### config.mk
export PLATFORM = sky130hd
export DESIGN_NAME = div_issue_ctrl
export DESIGN_NICKNAME = d
export VERILOG_FILES = /design/src/rtl/div_issue_ctrl.sv
export SDC_FILE = /design/constraint.sdc
export NUM_CORES = 1
export LEC_CHECK = 0
export CELL_PAD_IN_SITES_DETAIL_PLACEMENT = 1
export CELL_PAD_IN_SITES_GLOBAL_PLACEMENT = 1
export CORE_AREA = 3 3 101 175
export DETAILED_ROUTE_END_ITERATION = 6
export DIE_AREA = 0 0 104 178
export GPL_ROUTABILITY_DRIVEN = 0
export PLACE_DENSITY_LB_ADDON = 0.1
export SLEW_MARGIN = 10
export SYNTH_ARGS = -nofsm -noshare
export SYNTH_HDL_FRONTEND = slang
export SYNTH_SLANG_ARGS = --single-unit
### constraint.sdc
create_clock -name clk -period 8.2 [get_ports clk]
set_clock_uncertainty 0.05 [all_clocks]
set_input_delay 0.82 -clock clk [delete_from_list [all_inputs] [get_ports clk]]
set_output_delay 0.82 -clock clk [all_outputs]
set_load 0.05 [all_outputs]
### src/rtl/div_issue_ctrl.sv
// Issue/complete sequencer for the shared iterative divider.
// Drains the divider after a flush because it cannot be aborted.
module div_issue_ctrl #(
  parameter int LATENCY   = 34,
  parameter int TMO_SLACK = 4
) (
  input  logic        clk,
  input  logic        reset,
  input  logic        req_valid,
  output logic        req_ready,
  input  logic        req_signed,
  input  logic [31:0] req_dividend,
  input  logic [31:0] req_divisor,
  input  logic        flush,
  output logic        rsp_valid,
  input  logic        rsp_ready,
  output logic [31:0] rsp_quotient,
  output logic [31:0] rsp_remainder,
  output logic        rsp_dbz,
  output logic        busy,
  output logic        err_timeout,
  output logic [1:0]  div_op,
  output logic [31:0] div_dividend,
  output logic [31:0] div_divisor,
  input  logic [63:0] div_result,
  input  logic        div_done
);

  typedef enum logic [2:0] {
    IDLE, ISSUE, WAIT, RESP, DRAIN
  } state_t;

  localparam logic [5:0] TMO = 6'(LATENCY + TMO_SLACK);

  state_t      state, state_nx;
  logic [5:0]  cnt;
  logic        op_signed;
  logic        dbz;
  logic [31:0] quot, rem;
  logic        dbz_q;
  logic        err;
  logic        accept;
  logic        tmo;
  logic        waiting;

  assign accept  = (state == IDLE) && req_valid && !flush;
  assign waiting = (state == WAIT) || (state == DRAIN);
  assign tmo     = waiting && (cnt >= TMO) && !div_done;

  always_ff @(posedge clk or posedge reset) begin
    if (reset) state <= IDLE;
    else       state <= state_nx;
  end

  always_comb begin
    state_nx = state;
    unique case (state)
      IDLE:  if (accept) state_nx = ISSUE;
      ISSUE: state_nx = flush ? DRAIN : WAIT;
      WAIT: begin
        if (div_done)   state_nx = flush ? IDLE : RESP;
        else if (tmo)   state_nx = IDLE;
        else if (flush) state_nx = DRAIN;
      end
      RESP:  if (flush || rsp_ready) state_nx = IDLE;
      DRAIN: if (div_done || tmo) state_nx = IDLE;
      default: state_nx = IDLE;
    endcase
  end

  always_comb begin
    req_ready     = (state == IDLE) && !flush;
    busy          = (state != IDLE);
    rsp_valid     = (state == RESP);
    div_op        = 2'b00;
    if (state == ISSUE) div_op = op_signed ? 2'b10 : 2'b01;
    rsp_quotient  = quot;
    rsp_remainder = rem;
    rsp_dbz       = dbz_q;
    err_timeout   = err;
  end

  // Operands stay on the divider ports until the next accept.
  always_ff @(posedge clk or posedge reset) begin
    if (reset) begin
      div_dividend <= '0;
      div_divisor  <= '0;
      op_signed    <= 1'b0;
      dbz          <= 1'b0;
      cnt          <= '0;
      quot         <= '0;
      rem          <= '0;
      dbz_q        <= 1'b0;
      err          <= 1'b0;
    end else begin
      if (accept) begin
        div_dividend <= req_dividend;
        div_divisor  <= req_divisor;
        op_signed    <= req_signed;
        dbz          <= (req_divisor == '0);
      end
      if (state == ISSUE)
        cnt <= '0;
      else if (waiting && cnt != 6'h3f)
        cnt <= cnt + 6'd1;
      if (state == WAIT && div_done && !flush) begin
        quot  <= div_result[31:0];
        rem   <= div_result[63:32];
        dbz_q <= dbz;
      end
      if (tmo) err <= 1'b1;
    end
  end

endmodule

## After elaboration in Yosys (flattened, before gate mapping)

Cells that the tools add are included.

| word-level totals | value |
|---|---|
| bits in registers | 141 |
| input port bits | 135 |
| output and inout bits | 135 |
| word-level logic and storage cells | 52 |

| cells by class | value |
|---|---|
| add/subtract/negate cells | 1 |
| order comparisons | 1 |
| eq/ne operators | 9 |
| mux-type cells | 13 |
| reduce and logical (&&, ||, !) cells | 18 |

Operator list:

| kind | number |
|---|---|
| $logic_not A32 Y1 | 1 |
| $mux W3 | 7 |
| $pmux W3 S5 | 1 |
| $mux W6 | 2 |
| $logic_and A1 B1 Y1 | 8 |
| $add A6 B1 Y6 const B | 1 |
| $eq A3 B2 Y1 const B | 2 |
| $ge A6 B6 Y1 const B | 1 |
| $mux W2 | 3 |
| $ne A6 B6 Y1 const B | 1 |
| $ne A2 B1 Y1 const B | 2 |
| $ne A4 B4 Y1 const B | 1 |
| $reduce_and A4 Y1 | 1 |
| $eq A3 B1 Y1 const B | 1 |
| $eq A3 B3 Y1 const B | 1 |
| $logic_not A3 Y1 | 1 |
| $logic_or A1 B1 Y1 | 3 |
| $reduce_bool A3 Y1 | 1 |
| $logic_not A1 Y1 | 2 |
| $ne A2 B2 Y1 const B | 1 |
| $reduce_bool A2 Y1 | 1 |

## Depth between registers and ports, before layout

Gate-level depths: netlist (run 1).

| depth | value |
|---|---|
| word-level depth | 7 |
| mapped depth | 7 |

## Worst setup path after synthesis (run 1)

Ideal clock, no wire load.

| path | value |
|---|---|
| path kind | register -> output |
| start | register state[0] |
| end | output port div_op[0] |
| arrival | 1.487 ns |
| slack | 5.843 ns |
| stages on the path, launching flop included | 4 |
| path through | dfrtp_1 > clkbuf_1 > nand2_1 > nor2_1 |

| between the ends | value |
|---|---|
| cells in the longest elaborated chain, start to end | 2 |

RTL lines:

| what | line | RTL |
|---|---|---|
| start: declaration | 35 | `state_t state, state_nx;` |
| start signal: assignment | 52 | `else state <= state_nx;` |
| $eq A3 B1 Y1 | 76 | `if (state == ISSUE) div_op = op_signed ? 2'b10 : 2'b01;` |
| $mux W2 | 76 |  |
| end: declaration | 22 | `output logic [1:0] div_op,` |

No other way between the ends.

## Worst setup path in the final report (run 1)

| path | value |
|---|---|
| start | input port flush |
| end | output port req_ready |

| between the ends | value |
|---|---|
| cells in the longest elaborated chain, start to end | 2 |

RTL lines:

| what | line | RTL |
|---|---|---|
| start: declaration | 14 | `input logic flush,` |
| $logic_not A1 Y1 | 72 | `req_ready = (state == IDLE) && !flush;` |
| $logic_and A1 B1 Y1 | 72 |  |
| end: declaration | 10 | `output logic req_ready,` |

No other way between the ends.

==> out/results.txt, run 1 <==
Outcome - finished clean
CP startpoint kind - primary input
Met1 global-route usage - 0.193
CTS buffer count - 17
F_max - 0.302 GHz
Clk slew on worst S/H paths - 60 ps
Routed length per instance - 18.3 um
Die Y - 178 um
Slew of the pin with the lowest slew margin - 1020 ps
Setup TNS - 0 ps
Max Buffers Root-to-Sink - 2
Post-CTS Hold Buffers - 0
Largest family of logic cells by synthesized area - multiplexers
Final hold violations - 0
Worst-Skew Late Latency - 410 ps
Slew Limit Fails - 0
Leakage - 3.97 nW
Mapped Nets - 495
Worst EP required - 7330 ps
RSZ-0062 raised after global routing - no
Mean Syn Cell Area - 15.9 um^2
Dominant cells by area after synthesis - dfrtp_1 62%, mux2_2 20%, mux2_4 7.4%, buf_6 1.8%, nor4_1 0.88%
Post-Synth Adder-Cell Area - 0.00440
GR Util met2 - 0.295
Final net count - 767
Largest area contributor in the netlist - dfrtp_1
Xor/xnor share of the synthesized area - 0.00308
CP Max Fanout - 4
Multiplexer share of the synthesized area - 0.279
Largest net degree at the start of global routing - 78
EDFF count, synth - 0
Min Tclk post-route - 3310 ps
Compound-Gate Fraction of Synth Area - 0.0183
Hold Crit Class - reg -> reg
Detailed placement HPWL - 11600 um
Final setup fails - 0
Worst Path Arrival - 2440 ps
CTS tree - built
Share of the synthesized area in the top cell type - 0.620
Busiest grt layer - met2
Slew HR - 0.316
Area grow syn2layout - 60.5%
Met3 Resource Use GR - 0.0619
Root buf cell - clkbuf_16
GRT Total Usage - 0.171
Die W - 104 um
Critical path class - in -> out
Power density over the cells - 459 nW/um^2
Number of synthesis warnings - 0
Post-route ant nets - 0
Setup crit end kind - output pin
GRT overflow - 0
Vias per cell - 4.66
Core area - 16400 um^2
Count of different cell masters after synthesis - 37
Buffers inserted by post-CTS timing repair - 0
Post-CTS resize count - 0
Synth Area in Simple Gates - 0.0469
Vias post-DR - 4038
Seq/Total Area, Yosys - 0.620
Period Utilization, post-route - 0.404
Diode count - 0
Residual DRC count - 0
Top Ports - 270
IO Port Bufs - 269
Synth Cell Area - 5690 um^2
DR iter-0 viols - 98
Starting density of the core - 0.346
Row count - 62
First-pass GRT wire length - 24900 um
Max VDD drop - 0.196 mV
TritonRoute pass-1 iters - 6
Asr flop ratio synth - 1.00
Tot Pwr - 4.19 mW
Top_reg_cell synth - dfrtp_1
Post-Route WL - 15900 um
H-tree depth - 4
Vias in the first global route - 4597
FF+latch count, synth - 141
Layout cells sized above 1 - 0.260
Initial antenna violation count - 0
Sink Count - 141
Die area - 18500 um^2
Max Cap Viol - 0
Mapped Cells - 358
cell usage after synthesis, types with 2 or more instances:
cell,instances
buf_2,5
mux2i_1,2
nand2_1,7
inv_1,3
dfrtp_1,141
nand3_1,2
nor4_1,8
mux2_2,102
buf_4,2
buf_6,9
nor2_1,11
mux2_4,28
nor2b_1,3
nand4_1,5
ha_1,2
o31ai_1,2
o21ai_0,2
and3_1,2
a211oi_1,3
xnor2_1,2
worst max-delay path, stage by stage:
cell and delay (ps):
clkdlybuf4s50_1 510, nor4_4 250, clkdlybuf4s50_1 870
per-stage QoR:
stage                     cells  utilization  worst slack, ps  area (um^2)  hold slack, ps
after floorplan             358            -             3550         5690             395
after global placement      835        0.520             4880         8540             399
after detailed placement    835        0.520             4870         8540             415
after CTS                   867        0.555             4860         9130             446
after global routing        867        0.555             4820         9130             452
final                       867        0.555             4890         9130             431
kinds of logic (layout without fill, tap and decap cells):
logic type / after synthesis / after routing
AO/OA/AOI/OAI: 14 / 14
XOR/XNOR: 2 / 2
adder cells (fa/ha/maj): 2 / 2
buffers and inverters: 20 / 305
flip-flops: 141 / 141
multiplexers: 132 / 132
AND/OR/NAND/NOR: 47 / 47
placed cells by master (no fill, tap or decap), types with 2 or more instances in the layout:
master,n
mux2_4,28
nand2_1,7
o31ai_1,2
mux2_2,102
and3_1,2
nand4_1,5
dfrtp_1,141
ha_1,2
inv_1,2
clkbuf_16,17
nor2_1,11
clkinv_4,3
o21ai_0,2
clkdlybuf4s50_1,269
xnor2_1,2
clkbuf_8,2
clkinvlp_4,2
nor4_1,8
mux2i_1,2
inv_6,6
a211oi_1,3
nor2b_1,3
power by group:
part	total, mW	leakage, nW	internal [mW]	switching [mW]
clock	0.759	0.281	0.442	0.316
sequential	1.18	1.73	1.00	0.174
combinational	2.25	1.95	0.843	1.41
area by class of cell:
class	instances	area, um^2
sequential	141	3530
clock buffer	20	457
timing repair buffer	270	2700
inverter	3	16.3
fill	1679	7320
clock inverter	12	126
multi-input combinational	197	2020
tap	224	280
metal layers:
layer	routed length (um)	share of wire	up-vias
li1	-	-	1823
met1	6080	0.38	2005
met2	8260	0.52	190
met3	1190	0.075	20
met4	337	0.021	0
met5	0	0	-
final timing paths:
kind | startpoint | endpoint | slack [ps] | cells past startpoint
setup / recovery | flush | req_ready | 4890 | 3
hold / removal | err_timeout | err_timeout | 430 | 1
setup reg to reg | state[1] | rsp_remainder[20] | 5720 | 3
hold reg to reg | err_timeout | err_timeout | 430 | 1
max in group asynchronous | reset | div_divisor[4] | 5810 | 3
min in group asynchronous | reset | rsp_quotient[30] | 810 | 2
registers in the layout, indices dropped and copies added, names as in the netlist, 3 cells and up:
register	count
div_dividend	32
div_divisor	32
rsp_quotient	32
rsp_remainder	32
cnt	6
state	3
(Power assumes the default switching activity.)
==> run 2: changes to the inputs <==
--- a/config.mk
+++ b/config.mk
@@ -7,9 +7,9 @@
 export LEC_CHECK = 0
 export CELL_PAD_IN_SITES_DETAIL_PLACEMENT = 1
 export CELL_PAD_IN_SITES_GLOBAL_PLACEMENT = 1
-export CORE_AREA = 3 3 101 175
+export CORE_AREA = 3 3 105 183
 export DETAILED_ROUTE_END_ITERATION = 6
-export DIE_AREA = 0 0 104 178
+export DIE_AREA = 0 0 108 186
 export GPL_ROUTABILITY_DRIVEN = 0
 export PLACE_DENSITY_LB_ADDON = 0.1
 export SLEW_MARGIN = 10
==> constraint.sdc (replaced) <==
create_clock -name clk -period 3.25 [get_ports clk]
set_clock_uncertainty 0.05 [all_clocks]
set_input_delay 0.325 -clock clk [delete_from_list [all_inputs] [get_ports clk]]
set_output_delay 0.325 -clock clk [all_outputs]
set_load 0.05 [all_outputs]
==> run 2 against run 1 <==
First-iteration DRC count grew 9.2%. Critical endpoint is now div_op[0]. Via count up 1.1%. Setup slack got worse by 4300 ps. Global-route usage fell by 0.54 points. Largest cell class unchanged. Routed wire length is 2.5% higher. Largest power group unchanged.
==> out/results.txt, run 2 (synthesis results as in run 1) <==
Power density over the cells - 1160 nW/um^2 (+150%)
Post-CTS Hold Buffers - 0 (unchanged)
Sink Count - 141 (unchanged)
Max Buffers Root-to-Sink - 2 (unchanged)
Vias per cell - 4.63 (-0.61%)
Setup TNS - 0 ps (unchanged)
TritonRoute pass-1 iters - 4 (-2)
Final hold violations - 0 (unchanged)
Outcome - finished clean
RSZ-0062 raised after global routing - no
Area grow syn2layout - 63.6%
Worst Path Arrival - 2270 ps (-170 ps)
Buffers inserted by post-CTS timing repair - 0 (unchanged)
Vias in the first global route - 4738 (+3.1%)
Initial antenna violation count - 0 (unchanged)
CTS buffer count - 17 (unchanged)
Largest net degree at the start of global routing - 63 (-19%)
Slew HR - 0.623 (+0.306)
Worst EP required - 2870 ps (-4460 ps)
Die area - 20100 um^2 (+8.5%)
Most common cell after layout, fill and taps aside - clkdlybuf4s50_1
Die Y - 186 um (+4.5%)
Root buf cell - clkbuf_16
Diode count - 0 (unchanged)
IO Port Bufs - 269 (unchanged)
First-pass GRT wire length - 25200 um (+1.5%)
GRT Total Usage - 0.165 (-0.00542)
Row count - 65 (+4.8%)
Max VDD drop - 0.605 mV (+210%)
CP Max Fanout - 16 (+12)
Routed length per instance - 18.4 um (+0.72%)
Die W - 108 um (+3.8%)
Layout cells sized above 1 - 0.264 (+0.00417)
Max Cap Viol - 0 (unchanged)
Slew of the pin with the lowest slew margin - 564 ps (-460 ps)
Final core occ - 0.518 (-0.0374)
CP startpoint kind - register
Final net count - 772 (+0.65%)
Starting density of the core - 0.316 (-0.0294)
DR iter-0 viols - 107 (+9.2%)
Detailed placement HPWL - 12300 um (+6.7%)
Post-route ant nets - 0 (unchanged)
Slew Limit Fails - 0 (unchanged)
Worst-Skew Late Latency - 420 ps (about the same)
F_max - 0.378 GHz
Final setup fails - 0 (unchanged)
Clk slew on worst S/H paths - 60 ps (about the same)
Residual DRC count - 0 (unchanged)
Vias post-DR - 4083 (+1.1%)
Worst hold slack - 172 ps (-259 ps)
Hold Crit Class - in -> async
Critical path class - reg -> out
Period Utilization, post-route - 0.815
H-tree depth - 4 (unchanged)
Top Ports - 270 (unchanged)
Post-CTS resize count - 0 (unchanged)
Core area - 18000 um^2 (+9.3%)
Post-Route WL - 16300 um (+2.5%)
Min Tclk post-route - 2650 ps
GRT overflow - 0 (unchanged)
Setup crit end kind - output pin
Commonest non-fill, non-tap cells in the layout - 269 x clkdlybuf4s50_1, 141 x dfrtp_1, 102 x mux2_2
Leakage - 4.04 nW (+2.0%)
CTS tree - built
run 2: changes by cell type in the layout (fill, tap and decap cells not counted):
cell	change
buf_12	+4
buf_4	+1
bufinv_16	+4
clkbuf_1	+1
clkbuf_8	+1
clkinv_2	+2
clkinv_4	-1
inv_6	-6
inv_8	-1
run 2: per-layer routing:
metal  global-route usage  vias up  share of wire
met3               0.0587       18          0.081
met4               0.0612        0          0.016
met1                0.166     2052           0.35
met5                    0        -              0
met2                0.309      183           0.55
li1                     -     1830              -
run 2: worst paths after layout:
check,from,end,slack [ps],depth (start not counted)
max,state[0],div_op[0],600,3
min,reset,rsp_remainder[22],170,2
max reg2reg,state[1],rsp_remainder[2],1060,4
min reg2reg,err_timeout,err_timeout,410,1
max in group asynchronous,reset,div_dividend[0],2150,4
min in group clk,err_timeout,err_timeout,410,1
run 2: area by class of cell:
cell class	instances	area [um^2]
Tap cell	234	293
Sequential cell	141	3530
Clock inverter	10	185
Inverter	3	15.0
Multi-Input combinational cell	197	2020
Timing Repair Buffer	275	2790
Fill cell	1816	8670
Clock buffer	22	474
run 2: where the power goes:
part	leakage, nW	internal, mW	switching (mW)
Clock	0.320	1.42	0.741
Sequential	1.73	2.54	0.450
Combinational	1.99	2.13	3.54
run 2: critical path, stage by stage, from the launching register on:
cell and delay, ps:
dfrtp_1 690, nand2_1 180, nor2_1 130, clkdlybuf4s50_1 840
run 2: through the flow:
stage | total power, mW | cells | worst slack (ps) | cell area (um^2)
5_1_grt | 11.3 | 882 | 422 | 9300
6_report | 10.8 | 882 | 601 | 9300
3_5_place_dp | 8.76 | 850 | 822 | 8640
2_1_floorplan | 6.67 | 358 | 1110 | 5690
3_3_place_gp | 8.64 | 850 | 876 | 8640
4_1_cts | 11.0 | 882 | 552 | 9300
